<file path="src/rtl/lcd_pkg.sv">
// Shared types and byte constants for the two-line I2C character display sequencer.
// Latency: n/a (package only).
// Backpressure: n/a (package only).
package lcd_pkg;

  // Sequencer states. Every transmitting state produces exactly one I2C transaction.
  typedef enum logic [3:0] {
    S_IDLE     = 4'd0,
    S_CLEAR    = 4'd1,
    S_WAIT_CLR = 4'd2,
    S_ON       = 4'd3,
    S_L1_ADDR  = 4'd4,
    S_L1_DATA  = 4'd5,
    S_L2_ADDR  = 4'd6,
    S_L2_DATA  = 4'd7,
    S_DONE     = 4'd8,
    S_ERROR    = 4'd9
  } state_t;

  // Control bytes: select command register or display data RAM.
  localparam logic [7:0] CTRL_CMD  = 8'h00;
  localparam logic [7:0] CTRL_DATA = 8'h40;

  // Display commands.
  localparam logic [7:0] CMD_CLEAR = 8'h01;
  localparam logic [7:0] CMD_ON    = 8'h0C;
  localparam logic [7:0] CMD_LINE1 = 8'h80;
  localparam logic [7:0] CMD_LINE2 = 8'hC0;

  // Text buffer geometry and fill character.
  localparam int         BUF_AW     = 5;
  localparam int         BUF_DEPTH  = 32;
  localparam logic [7:0] CHAR_SPACE = 8'h20;

  // Second byte of each two-byte command transaction.
  function automatic logic [7:0] cmd_byte(input state_t s);
    logic [7:0] b;
    case (s)
      S_CLEAR:   b = CMD_CLEAR;
      S_ON:      b = CMD_ON;
      S_L1_ADDR: b = CMD_LINE1;
      S_L2_ADDR: b = CMD_LINE2;
      default:   b = CTRL_CMD;
    endcase
    return b;
  endfunction

endpackage

</file>
<file path="src/rtl/lcd_text_buffer.sv">
// 32x8 character buffer: one synchronous write port, one combinational read port.
// Latency: write visible on read port the cycle after the strobe; read is combinational.
// Backpressure: none, writes are always accepted.
// Ports: clk/rst_low (async active-low, fills buffer with spaces),
//        i_we/i_waddr/i_wdata write port, i_raddr/o_rdata read port.
module lcd_text_buffer
  import lcd_pkg::*;
(
  input  logic              clk,
  input  logic              rst_low,
  input  logic              i_we,
  input  logic [BUF_AW-1:0] i_waddr,
  input  logic [7:0]        i_wdata,
  input  logic [BUF_AW-1:0] i_raddr,
  output logic [7:0]        o_rdata
);

  logic [7:0] r_mem [BUF_DEPTH];

  always_ff @(posedge clk or negedge rst_low) begin
    if (!rst_low) begin
      for (int i = 0; i < BUF_DEPTH; i++) begin
        r_mem[i] <= CHAR_SPACE;
      end
    end else if (i_we) begin
      r_mem[i_waddr] <= i_wdata;
    end
  end

  assign o_rdata = r_mem[i_raddr];

endmodule

</file>
<file path="src/rtl/lcd_line_sequencer.sv">
// Streams clear / display-on / line-1 / line-2 transactions from a 2x16 text buffer to an I2C byte transmitter.
// Latency: first byte valid the cycle after start; zero-bubble between bytes except the CLEAR_WAIT idle gap.
// Backpressure: valid/ready; the staged byte and its first/last flags hold while tx_ready is low.
// Ports: clk, rst_low (async active-low); start pulse; char_we/char_addr/char_data buffer write;
//        tx_valid/tx_byte/tx_first/tx_last/tx_ready/tx_nack transmitter side; busy/done/error status.
module lcd_line_sequencer
  import lcd_pkg::*;
#(
  parameter int LINE_LEN   = 16,
  parameter int CLEAR_WAIT = 2000
) (
  input  logic       clk,
  input  logic       rst_low,
  input  logic       start,
  input  logic       char_we,
  input  logic [4:0] char_addr,
  input  logic [7:0] char_data,
  output logic       tx_valid,
  output logic [7:0] tx_byte,
  output logic       tx_first,
  output logic       tx_last,
  input  logic       tx_ready,
  input  logic       tx_nack,
  output logic       busy,
  output logic       done,
  output logic       error
);

  localparam int WCW = (CLEAR_WAIT > 1) ? $clog2(CLEAR_WAIT) : 1;

  state_t              r_state;
  logic                r_tx_valid;
  logic [7:0]          r_tx_byte;
  logic                r_tx_first;
  logic                r_tx_last;
  logic                r_busy;
  logic                r_done;
  logic                r_error;
  logic [4:0]          r_idx;       // characters staged so far in the current line, 0..LINE_LEN
  logic [WCW-1:0]      r_wait_cnt;

  logic                w_hs;
  logic [BUF_AW-1:0]   w_rd_addr;
  logic [7:0]          w_rd_data;

  assign w_hs = r_tx_valid && tx_ready;

  // Line 2 characters live in the upper half of the buffer.
  assign w_rd_addr = (r_state == S_L2_DATA) ? BUF_AW'(LINE_LEN) + r_idx : r_idx;

  lcd_text_buffer u_buf (
    .clk     (clk),
    .rst_low (rst_low),
    .i_we    (char_we),
    .i_waddr (char_addr),
    .i_wdata (char_data),
    .i_raddr (w_rd_addr),
    .o_rdata (w_rd_data)
  );

  always_ff @(posedge clk or negedge rst_low) begin
    if (!rst_low) begin
      r_state    <= S_IDLE;
      r_tx_valid <= 1'b0;
      r_tx_byte  <= 8'h00;
      r_tx_first <= 1'b0;
      r_tx_last  <= 1'b0;
      r_busy     <= 1'b0;
      r_done     <= 1'b0;
      r_error    <= 1'b0;
      r_idx      <= '0;
      r_wait_cnt <= '0;
    end else begin
      case (r_state)
        S_IDLE, S_DONE, S_ERROR: begin
          if (start) begin
            r_state    <= S_CLEAR;
            r_tx_valid <= 1'b1;
            r_tx_byte  <= CTRL_CMD;
            r_tx_first <= 1'b1;
            r_tx_last  <= 1'b0;
            r_busy     <= 1'b1;
            r_done     <= 1'b0;
            r_error    <= 1'b0;
          end
        end

        S_CLEAR, S_ON, S_L1_ADDR, S_L2_ADDR: begin
          if (tx_nack) begin
            r_state    <= S_ERROR;
            r_tx_valid <= 1'b0;
            r_tx_first <= 1'b0;
            r_tx_last  <= 1'b0;
            r_busy     <= 1'b0;
            r_error    <= 1'b1;
          end else if (w_hs) begin
            if (!r_tx_last) begin
              // Control byte accepted: stage the command that closes the transaction.
              r_tx_byte  <= cmd_byte(r_state);
              r_tx_first <= 1'b0;
              r_tx_last  <= 1'b1;
            end else begin
              case (r_state)
                S_CLEAR: begin
                  r_state    <= S_WAIT_CLR;
                  r_tx_valid <= 1'b0;
                  r_tx_last  <= 1'b0;
                  r_wait_cnt <= '0;
                end
                S_ON: begin
                  r_state    <= S_L1_ADDR;
                  r_tx_byte  <= CTRL_CMD;
                  r_tx_first <= 1'b1;
                  r_tx_last  <= 1'b0;
                end
                S_L1_ADDR: begin
                  r_state    <= S_L1_DATA;
                  r_tx_byte  <= CTRL_DATA;
                  r_tx_first <= 1'b1;
                  r_tx_last  <= 1'b0;
                  r_idx      <= '0;
                end
                default: begin
                  r_state    <= S_L2_DATA;
                  r_tx_byte  <= CTRL_DATA;
                  r_tx_first <= 1'b1;
                  r_tx_last  <= 1'b0;
                  r_idx      <= '0;
                end
              endcase
            end
          end
        end

        S_WAIT_CLR: begin
          if (tx_nack) begin
            r_state <= S_ERROR;
            r_busy  <= 1'b0;
            r_error <= 1'b1;
          end else if (r_wait_cnt == WCW'(CLEAR_WAIT - 1)) begin
            r_state    <= S_ON;
            r_tx_valid <= 1'b1;
            r_tx_byte  <= CTRL_CMD;
            r_tx_first <= 1'b1;
            r_tx_last  <= 1'b0;
          end else begin
            r_wait_cnt <= r_wait_cnt + 1'b1;
          end
        end

        S_L1_DATA, S_L2_DATA: begin
          if (tx_nack) begin
            r_state    <= S_ERROR;
            r_tx_valid <= 1'b0;
            r_tx_first <= 1'b0;
            r_tx_last  <= 1'b0;
            r_busy     <= 1'b0;
            r_error    <= 1'b1;
          end else if (w_hs) begin
            if (r_tx_last) begin
              if (r_state == S_L1_DATA) begin
                r_state    <= S_L2_ADDR;
                r_tx_byte  <= CTRL_CMD;
                r_tx_first <= 1'b1;
                r_tx_last  <= 1'b0;
              end else begin
                r_state    <= S_DONE;
                r_tx_valid <= 1'b0;
                r_tx_last  <= 1'b0;
                r_busy     <= 1'b0;
                r_done     <= 1'b1;
              end
            end else begin
              // Snapshot the character now; later buffer writes only affect the next refresh.
              r_tx_byte  <= w_rd_data;
              r_tx_first <= 1'b0;
              r_tx_last  <= (r_idx == 5'(LINE_LEN - 1));
              r_idx      <= r_idx + 1'b1;
            end
          end
        end

        default: begin
          r_state    <= S_IDLE;
          r_tx_valid <= 1'b0;
          r_busy     <= 1'b0;
        end
      endcase
    end
  end

  assign tx_valid = r_tx_valid;
  assign tx_byte  = r_tx_byte;
  assign tx_first = r_tx_first;
  assign tx_last  = r_tx_last;
  assign busy     = r_busy;
  assign done     = r_done;
  assign error    = r_error;

endmodule

</file>
<file path="config.mk">
export PLATFORM = sky130hd
export DESIGN_NAME = lcd_line_sequencer
export DESIGN_NICKNAME = d
export VERILOG_FILES = /design/src/rtl/lcd_pkg.sv /design/src/rtl/lcd_text_buffer.sv /design/src/rtl/lcd_line_sequencer.sv
export SDC_FILE = /design/constraint.sdc
export NUM_CORES = 1
export LEC_CHECK = 0
export BUFFER_PORTS_ARGS = -buffer_cell sky130_fd_sc_hd__buf_2
export CORE_MARGIN = 2
export CORE_UTILIZATION = 30
export DETAILED_ROUTE_END_ITERATION = 16
export PLACE_DENSITY = 0.47
export SYNTH_ARGS = -nofsm -noshare
export SYNTH_HDL_FRONTEND = slang
export SYNTH_SLANG_ARGS = --single-unit
</file>
<file path="constraint.sdc">
create_clock -name clk -period 2 [get_ports clk]
set_input_delay 0.1 -clock clk [delete_from_list [all_inputs] [get_ports clk]]
set_output_delay 0.1 -clock clk [all_outputs]
set_load 0.02 [all_outputs]
</file>
==> metrics <==
largest net degree at the start of global routing 84; Row Count 78; Achievable Freq 0.4869 GHz; Logic pwr share 34.0%; gate count after technology mapping 1024; die area 47790 µm²; Critical Path Fanout Max 7; minimum clock period 2.054 ns; drt first-iter violations 608; Die H 218.6 µm; Clock Path Buffers 3; Netlist Area Pre-Place 13820 µm²; GRT Util Overall 17.23%; final setup fails 1; vias in the first global route 9690; worst reg2reg path endpoint tx_byte[0]; Via Count 9151; R2R Setup Slk -0.05 ns; post-layout util 38.04%; PortBufs 32; RePlAce Congestion 0.7982; CP required 2.43 ns; r2r startpoint r_idx[0]; Max transition margin 44.90%; Area after DPL 15460 µm²; DR WL/cell 22.28 µm; crit path launch type flop; Psw 6784 µW; clk root buf clkbuf_16; VDD IR max 0.6254 mV; fin crit share 102.7%; ys async rst share 100.0%; core area 45380 µm²; Seq/Total Area, Yosys 52.82%; Warnings, synthesis 0; H-tree depth 2; area taken by multi-input logic gates 6555 µm²; Hold Path End done; Vias/cell 5.092; internal power 14760 µW; setup ws final -0.05395 ns; layout cells sized above 1 53.52%; Synth Register Bits 290; Sw Ratio 31.48%; Worst Skew 0.03316 ns; Final Slew Violations 0; Worst-Skew Late Latency 0.56 ns; ys flop type dfrtp_1; HP Class in2reg; number of flops mapped to enable cells by yosys 0; WL final 40040 µm; TritonCTS buffer count 36; # Max-Cap Violations 0; initial antenna violation count 7; Worst Max-Slew Pin Slew 0.8265 ns; kind of end point of the critical path flop; Leak Pwr 0.007364 µW; CTS tree built; failing checks setup timing; IO Count 33; register clock-pin slew on the reported worst setup and hold paths 0.06 ns; Seq pwr share 37.1%; total grt overflow 0; Avg Cell Area, Syn 13.49 µm²; Layout area overhead 24.94%; ANT nets after route 0; Chip Width 218.6 µm; Power, Total 21550 µW; Residual DRC 0; Setup CP Type reg2reg; # nets final 1190; hold path startpoint tx_ready; setup slack after placement -0.2301 ns; fin area 17260 µm²; post-synthesis net count 1046; Hold Fails Final Rpt 0; RSZ-0062 raised after global routing yes; Pre-antenna DRT Iters 8; Sink Count 290; Clk pwr share 28.9%; P per Cell Area 1248 nW/µm²; post-synth cell types 68; FF-to-FF path depth 8; status complete, but fails checks; Hold Path Cell Cnt 5; Fillers 4342; first-pass GRT wire length 61800 µm; FF+latch area 7306 µm²; Initial Util 30.44%; HPWL Detailed 26680 µm; Arr. time, crit path 2.48 ns
==> routing by layer <==
metal	up-vias	wire [µm]	part of all wire, %	global-route usage, %
met4	6	742	1.9	5.057
met3	52	1794	4.5	3.535
met5	-	41	0.10	0
li1	4113	-	-	-
met2	145	18440	46	26.75
met1	4835	19020	48	24.22
==> worst max-delay path by stage <==
stage,startpoint,endpoint,slack [ns]
after global routing,r_idx[0],tx_byte[6],-0.09
after CTS,r_idx[0],tx_byte[0],-0.03
after floorplan,r_idx[0],tx_byte[4],0.05
after global placement,r_idx[0],tx_byte[5],-0.26
final,r_idx[0],tx_byte[0],-0.05
after detailed placement,r_idx[0],tx_byte[0],-0.23
==> metrics by stage <==
step	TNS [ns]	cells	hold WS [ns]
floorplan	0	1024	-0.1956
global placement	-2.179	1708	-0.05330
detailed placement	-1.966	1708	-0.05433
CTS	-0.1154	1788	0.06542
global route	-0.5803	1795	0.1166
finish	-0.05395	1797	0.09230
==> placed cells by master (no fill, tap or decap), types with 8 or more instances in the layout <==
cell type  instances
clkbuf_8           8
mux2_2           257
mux4_2            44
nor2_2            10
buf_2             32
clkbuf_1          10
mux2i_1           37
nand2_1           48
dfstp_2           32
buf_6             12
a21oi_1           11
nor2b_1           10
o21ai_0           27
clkbuf_16         36
a22oi_2           10
nor2_1            35
buf_12            15
buf_4            109
dfrtp_1          255
a31oi_1            9
nand3_1           12
nor3_1            19
==> final cells by class <==
| type | count | area share [%] |
|---|---|---|
| diodes | 3 | 0.04349 |
| clock buffers | 54 | 6.074 |
| clock inverters | 10 | 0.3987 |
| inverters | 5 | 0.1087 |
| multi-input cells | 660 | 37.97 |
| flip-flops and latches | 290 | 42.32 |
| well taps | 600 | 4.349 |
| repair buffers | 175 | 8.727 |
==> what timing repair did <==
| action | 4_1_cts | 5_1_grt |
|---|---|---|
| hold buffers | 3 | 0 |
| gates cloned | 2 | 1 |
| pin swaps | 20 | 24 |
| setup endpoints to repair | 17 | 21 |
| buffers inserted | 11 | 6 |
| endpoints found under the hold margin | 263 | 0 |
| gates resized for setup | 71 | 39 |
==> cells in the mapped netlist, drive strengths merged, types with 14 or more instances <==
| library cell | number | area [µm²] |
|---|---|---|
| o21ai | 32 | 160.2 |
| mux2 | 258 | 2905 |
| nand2 | 54 | 202.7 |
| a21oi | 14 | 73.82 |
| nor2 | 45 | 188.9 |
| buf | 25 | 163.9 |
| dfrtp | 258 | 6456 |
| mux2i | 39 | 390.4 |
| clkbuf | 44 | 165.2 |
| nor3 | 26 | 140.1 |
| dfstp | 32 | 840.8 |
| mux4 | 44 | 998.5 |
==> kinds of logic after synthesis <==
kind of cell               share of synthesized area, %
AOI/OAI and AO/OA                                 5.615
adders and majority gates                        0.2717
and+or+nand+nor                                   7.263
muxes                                             31.08
xor gates and xnor gates                         0.4347
DFF                                               52.82
buffers and inverters                             2.518
==> worst max-delay path, stage by stage, from the launching register on <==
cell and delay (ns):
dfrtp_4 0.50, buf_12 0.16, buf_6 0.12, mux4_2 0.45
a22oi_2 0.20, buf_4 0.15, a21oi_2 0.06, a211oi_2 0.20
a21oi_1 0.09
==> sequential cells by signal, summed over array words and instances (netlist names) <==
signal and flops:
tx_first 1, tx_last 1, busy 1, u_buf.r_mem 256, r_idx 5, error 1
r_state 4, r_wait_cnt 11, tx_byte 8, done 1, tx_valid 1
==> power groups by stage <==
| stage | clock (µW) | sequential [µW] | combinational, µW |
|---|---|---|---|
| after floorplan | 0 | 7850 | 4040 |
| after CTS | 6430 | 7980 | 7110 |
| after global placement | 0 | 8120 | 6280 |
| final | 6230 | 7990 | 7330 |
| after global routing | 6680 | 8140 | 7880 |
| after detailed placement | 0 | 8130 | 6340 |
(Power assumes the default switching activity.)
